$ cat src/rtl/spi_master_arbiter.sv
// ----------------------------------------------------------------------------
// spi_master_arbiter : round-robin, burst-locking share of one SPI master engine
// Revision: 1.0
// ----------------------------------------------------------------------------
`default_nettype none

module spi_master_arbiter #(
  parameter int NUM_REQ = 4,
  parameter int DATA_W  = 32,
  parameter int TIMEOUT = 1024
) (
  input  logic                       clk,
  input  logic                       rst,
  input  logic [NUM_REQ-1:0]         req_valid_i,
  input  logic [NUM_REQ-1:0]         req_last_i,
  input  logic [NUM_REQ*DATA_W-1:0]  req_data_i,
  output logic [NUM_REQ-1:0]         req_ready_o,
  output logic [NUM_REQ-1:0]         rsp_valid_o,
  output logic [DATA_W-1:0]          rsp_data_o,
  output logic                       rsp_err_o,
  output logic                       eng_start_o,
  output logic [DATA_W-1:0]          eng_data_o,
  output logic                       eng_abort_o,
  input  logic                       eng_done_i,
  input  logic [DATA_W-1:0]          eng_rdata_i,
  output logic [NUM_REQ-1:0]         eng_csn_o,
  output logic [$clog2(NUM_REQ)-1:0] grant_o
);

  localparam int GW = $clog2(NUM_REQ);
  localparam int TW = $clog2(TIMEOUT);
  localparam logic [TW-1:0] TMAX = TW'(TIMEOUT - 1);

  typedef enum logic [1:0] {
    S_IDLE  = 2'd0,
    S_START = 2'd1,
    S_BUSY  = 2'd2,
    S_HOLD  = 2'd3
  } state_e;

  state_e              state_q, state_d;
  logic [GW-1:0]       grant_q, grant_d;
  logic [GW-1:0]       last_grant_q, last_grant_d;
  logic                last_q, last_d;
  logic [TW-1:0]       timer_q, timer_d;
  logic [NUM_REQ-1:0]  rsp_valid_q, rsp_valid_d;
  logic [DATA_W-1:0]   rsp_data_q, rsp_data_d;
  logic                rsp_err_q, rsp_err_d;

  logic [GW-1:0]       pick;
  logic [GW-1:0]       cand;
  logic                found;

  // Round-robin scan starting just after the previous owner.
  always_comb begin
    pick  = last_grant_q;
    cand  = last_grant_q;
    found = 1'b0;
    for (int k = 1; k <= NUM_REQ; k++) begin
      cand = GW'((int'(last_grant_q) + k) % NUM_REQ);
      if (!found && req_valid_i[cand]) begin
        found = 1'b1;
        pick  = cand;
      end
    end
  end

  always_comb begin
    state_d      = state_q;
    grant_d      = grant_q;
    last_grant_d = last_grant_q;
    last_d       = last_q;
    timer_d      = '0;
    rsp_valid_d  = '0;
    rsp_data_d   = rsp_data_q;
    rsp_err_d    = rsp_err_q;
    eng_start_o  = 1'b0;
    eng_abort_o  = 1'b0;
    req_ready_o  = '0;
    case (state_q)
      S_IDLE: begin
        if (found) begin
          grant_d = pick;
          state_d = S_START;
        end
      end
      S_START: begin
        eng_start_o          = 1'b1;
        req_ready_o[grant_q] = 1'b1;
        last_d               = req_last_i[grant_q];
        state_d              = S_BUSY;
      end
      S_BUSY: begin
        // A done arriving on the final timeout cycle still counts as success.
        if (eng_done_i) begin
          rsp_valid_d[grant_q] = 1'b1;
          rsp_data_d           = eng_rdata_i;
          rsp_err_d            = 1'b0;
          if (last_q) begin
            state_d      = S_IDLE;
            last_grant_d = grant_q;
          end else begin
            state_d = S_HOLD;
          end
        end else if (timer_q == TMAX) begin
          eng_abort_o          = 1'b1;
          rsp_valid_d[grant_q] = 1'b1;
          rsp_err_d            = 1'b1;
          rsp_data_d           = '0;
          state_d              = S_IDLE;
          last_grant_d         = grant_q;
        end else begin
          timer_d = timer_q + 1'b1;
        end
      end
      S_HOLD: begin
        if (req_valid_i[grant_q]) begin
          state_d = S_START;
        end else if (timer_q == TMAX) begin
          state_d      = S_IDLE;
          last_grant_d = grant_q;
        end else begin
          timer_d = timer_q + 1'b1;
        end
      end
      default: state_d = S_IDLE;
    endcase
  end

  always_ff @(posedge clk) begin
    if (rst) begin
      state_q      <= S_IDLE;
      grant_q      <= '0;
      last_grant_q <= GW'(NUM_REQ - 1);
      last_q       <= 1'b0;
      timer_q      <= '0;
      rsp_valid_q  <= '0;
      rsp_data_q   <= '0;
      rsp_err_q    <= 1'b0;
    end else begin
      state_q      <= state_d;
      grant_q      <= grant_d;
      last_grant_q <= last_grant_d;
      last_q       <= last_d;
      timer_q      <= timer_d;
      rsp_valid_q  <= rsp_valid_d;
      rsp_data_q   <= rsp_data_d;
      rsp_err_q    <= rsp_err_d;
    end
  end

  // Owner's chip select is low from START through BUSY/HOLD.
  always_comb begin
    eng_csn_o = '1;
    if (state_q != S_IDLE) eng_csn_o[grant_q] = 1'b0;
  end

  assign eng_data_o  = req_data_i[int'(grant_q)*DATA_W +: DATA_W];
  assign rsp_valid_o = rsp_valid_q;
  assign rsp_data_o  = rsp_data_q;
  assign rsp_err_o   = rsp_err_q;
  assign grant_o     = grant_q;

endmodule

`default_nettype wire

$ cat config.mk
export PLATFORM = sky130hd
export DESIGN_NAME = spi_master_arbiter
export DESIGN_NICKNAME = d
export VERILOG_FILES = /design/src/rtl/spi_master_arbiter.sv
export SDC_FILE = /design/constraint.sdc
export NUM_CORES = 1
export LEC_CHECK = 0
export BUFFER_PORTS_ARGS = -buffer_cell sky130_fd_sc_hd__buf_2
export CAP_MARGIN = 0
export CORE_AREA = 2 2 98 100
export CTS_BUF_LIST = sky130_fd_sc_hd__clkbuf_4 sky130_fd_sc_hd__clkbuf_8
export CTS_CLUSTER_DIAMETER = 60
export DETAILED_ROUTE_END_ITERATION = 8
export DIE_AREA = 0 0 100 102
export PLACE_DENSITY = 0.74
export SETUP_SLACK_MARGIN = 0.05
export SLEW_MARGIN = 10
export SYNTH_ARGS = -nofsm -noshare
export SYNTH_HDL_FRONTEND = slang
export SYNTH_SLANG_ARGS = --single-unit
export TNS_END_PERCENT = 1
$ cat constraint.sdc
create_clock -name clk -period 1.9 [get_ports clk]
set_clock_uncertainty 0.05 [all_clocks]
set_input_delay 0.38 -clock clk [delete_from_list [all_inputs] [get_ports clk]]
set_output_delay 0.38 -clock clk [all_outputs]
set_load 0.02 [all_outputs]
==> results.json <==
{
  "status": "finished with violations",
  "violations": "setup timing",
  "die_area_um2": 10200,
  "finalSetupViolCount": 41,
  "track_usage_pct": 22.5,
  "p_leak_nw": 2.26,
  "synthCells": 320,
  "pwr-share-comb_pct": 45.6,
  "dieHeight_um": 102,
  "fin_util_pct": 54.4,
  "tightest_slew_ns": 0.451,
  "worst-setup-path-type": "reg2out",
  "cts_hold_buf": 0,
  "avgRoutedWirePerCell_um": 18.1,
  "layout.cells.non_filler": 689,
  "final_antenna_net_count": 0,
  "grt-ovfl-total": 0,
  "syn-num-nets": 492,
  "cp_max_fo": 6,
  "ios": 252,
  "cts_made_buffers": 5,
  "htreeDepth": 2,
  "rows": 35,
  "clk_pin_slew_ns": 0.11,
  "drt_pass1_iterations": 4,
  "pwr-share-clk_pct": 18.9,
  "max_stage_delay_ns": 0.49,
  "async_flop_share_pct": 0,
  "syn_to_final_growth_pct": 62.6,
  "rsz0062_at_grt": "true",
  "grt_start_max_net_pins": 45,
  "cts_max_path_buffers": 2,
  "synth_ff_type": "dfxtp_1",
  "tns_ns": -5.12,
  "layout.nets": 747,
  "critPathLaunchType": "register",
  "hp-class": "in2reg",
  "critPathCaptureType": "output port",
  "place_inst": 669,
  "core_um2": 9110,
  "ys_seq_area_share_pct": 35.5,
  "ys_warn_count": 0,
  "synth_cell_types": 41,
  "cts_num_sinks": 54,
  "drt_iter0_drc": 166,
  "syn_area_um2": 3050,
  "start_util_pct": 33.5,
  "timing.critical_path.slowest_stage_cell": "mux4_2",
  "portBuffers": 251,
  "cp_data_required_time_ns": 1.47,
  "root_buffer": "clkbuf_8",
  "holdWs_ns": 0.248,
  "final_cell_area_um2": 4960,
  "max_cap_violations": 0,
  "synth-seq-cells": 54,
  "slew_headroom_pct": 69.9,
  "syn_avg_cell_area_um2": 9.52,
  "finalWirelength_um": 12500,
  "slew_violations": 0,
  "postPlaceCellArea_um2": 4480,
  "finalCritPeriodShare_pct": 109,
  "crit_path_frequent_cell": "buf_4",
  "viasPerCell": 5.25,
  "drive_gt1_share_pct": 60.9,
  "seq_power_share_pct": 35.6,
  "post-route-min-period_ns": 2.07,
  "fin_ws_ns": -0.166,
  "synth_edf_count": 0,
  "die_width_um": 100,
  "switching_power_mw": 1.20,
  "grt_antenna_before_repair": 2,
  "switching_share_pct": 34.5,
  "cts_tree": "done",
  "drc": 0,
  "ir_drop_uv": 442,
  "cp_cell_sequence": "buf_4 > buf_16 > mux4_2 > buf_4",
  "grt_pass1_vias": 3585,
  "max_freq_mhz": 484,
  "hold_viol_final": 0,
  "grt_pass1_wl_um": 17900,
  "vias": 3616,
  "clock_latency_ns": 0.30,
  "gp_congestion": 0.946,
  "dp_hpwl_um": 10100,
  "arrival_ns": 1.64,
  "power.density_nw_per_um2": 699,
  "p_int_mw": 2.27
}
[what timing repair did]
| action | in CTS | in global routing |
|---|---|---|
| gates resized for setup | 36 | 37 |
| cloned | 3 | 0 |
| pin swaps | 8 | 2 |
| buffers inserted | 7 | 0 |
| endpoints found under the setup margin | 42 | 53 |
[final cells by class]
type	instances	area [µm²]
Fill cell	827	4150
Multi-Input combinational cell	229	1890
Timing Repair Buffer	278	1710
Sequential cell	54	1090
Tap cell	111	139
Clock buffer	5	68.8
Inverter	7	28.8
Clock inverter	3	22.5
Antenna cell	2	5.00
[layout by cell type (no fill, tap or decap), types with 3 or more instances in the layout]
cell and n:
a21oi_1 37, and2_1 3, and3_1 3, buf_12 5
buf_16 3, buf_2 229, buf_4 22, buf_6 18
clkbuf_8 5, dfxtp_1 50, inv_1 6, mux4_2 34
nand2_1 40, nand2b_1 6, nor2_1 8, nor2_2 10
nor3_1 4, nor4_1 4, o21ai_0 35, o21ai_1 3
xnor2_1 3, xor2_1 4
[kinds of logic (layout without fill, tap and decap cells)]
kind of cell,Yosys count,after routing,synth area share [%]
mux,35,35,25.5
compound gates,88,88,15.7
fa+ha+maj,1,1,0.410
xor+xnor,7,7,2.01
other cells,0,2,0
simple gates,98,98,15.8
flops,54,54,35.5
buf+inv,37,293,5.17
[layer usage]
layer  up-vias  global-route usage (%)  wire, µm
met2       161                    40.7      6580
met3        26                    5.34       875
met1      1749                    25.5      4660
li1       1680                       -         -
met5         -                       0         0
met4         0                    9.48       380
[power by group through the flow]
stage          clock network [mW]  registers [mW]  logic, mW
2_1_floorplan                   0            1.27      0.787
3_3_place_gp                    0            1.25       1.27
3_5_place_dp                    0            1.25       1.29
4_1_cts                     0.680            1.23       1.51
5_1_grt                     0.721            1.24       1.68
6_report                    0.653            1.23       1.58
[worst max-delay path, delay by kind of cell, from the launching register on]
kind / cells / cell delay, ns
mux: 1 / 0.49
flops: 1 / 0.41
buf+inv: 3 / 0.43
[flip-flops by register name, indices dropped and copies added (netlist names)]
register,cells
rsp_data_o,32
timer_q,10
rsp_valid_o,4
grant_o,2
last_grant_q,2
state_q,2
last_q,1
rsp_err_o,1
[final timing paths]
kind                                              start                          to  slack [ns]  cells after the start
worst min-delay path                     eng_rdata_i[9]  rsp_data_o[9]$_SDFFE_PP0P_        0.25                      3
worst min register to register    timer_q[0]$_SDFF_PP0_       timer_q[0]$_SDFF_PP0_        0.40                      1
worst max register to register  grant_o[0]$_SDFFE_PP0P_       timer_q[1]$_SDFF_PP0_       -0.04                      6
worst max-delay path            grant_o[0]$_SDFFE_PP0P_               eng_data_o[6]       -0.17                      4
[cell usage after synthesis, types with 2 or more instances]
cell type,number,area [µm²]
and3_1,5,31.3
a31oi_1,2,12.5
nand2_1,42,158
dfxtp_1,54,1080
and3b_1,2,17.5
buf_6,2,22.5
clkbuf_1,23,86.3
a21oi_1,37,185
buf_2,3,15.0
buf_1,2,7.51
nor2_1,11,41.3
xnor2_1,3,26.3
nand3_1,2,10.0
or3_1,2,12.5
and2_1,3,18.8
mux4_2,34,766
nor4_1,4,25.0
nor2_2,7,43.8
a211oi_1,2,15.0
nor3_1,5,25.0
inv_1,7,26.3
nand2b_1,9,56.3
a41oi_1,2,17.5
xor2_1,4,35.0
o21ai_1,2,10.0
o21ai_0,36,180
[metrics by stage]
stage,worst slack [ns],power [mW]
finish,-0.166,3.46
global route,-0.226,3.64
CTS,-0.186,3.42
detailed placement,-0.0136,2.55
global placement,0.0122,2.52
floorplan,-0.0897,2.06
No activity file was read; power rests on OpenSTA's default activity.
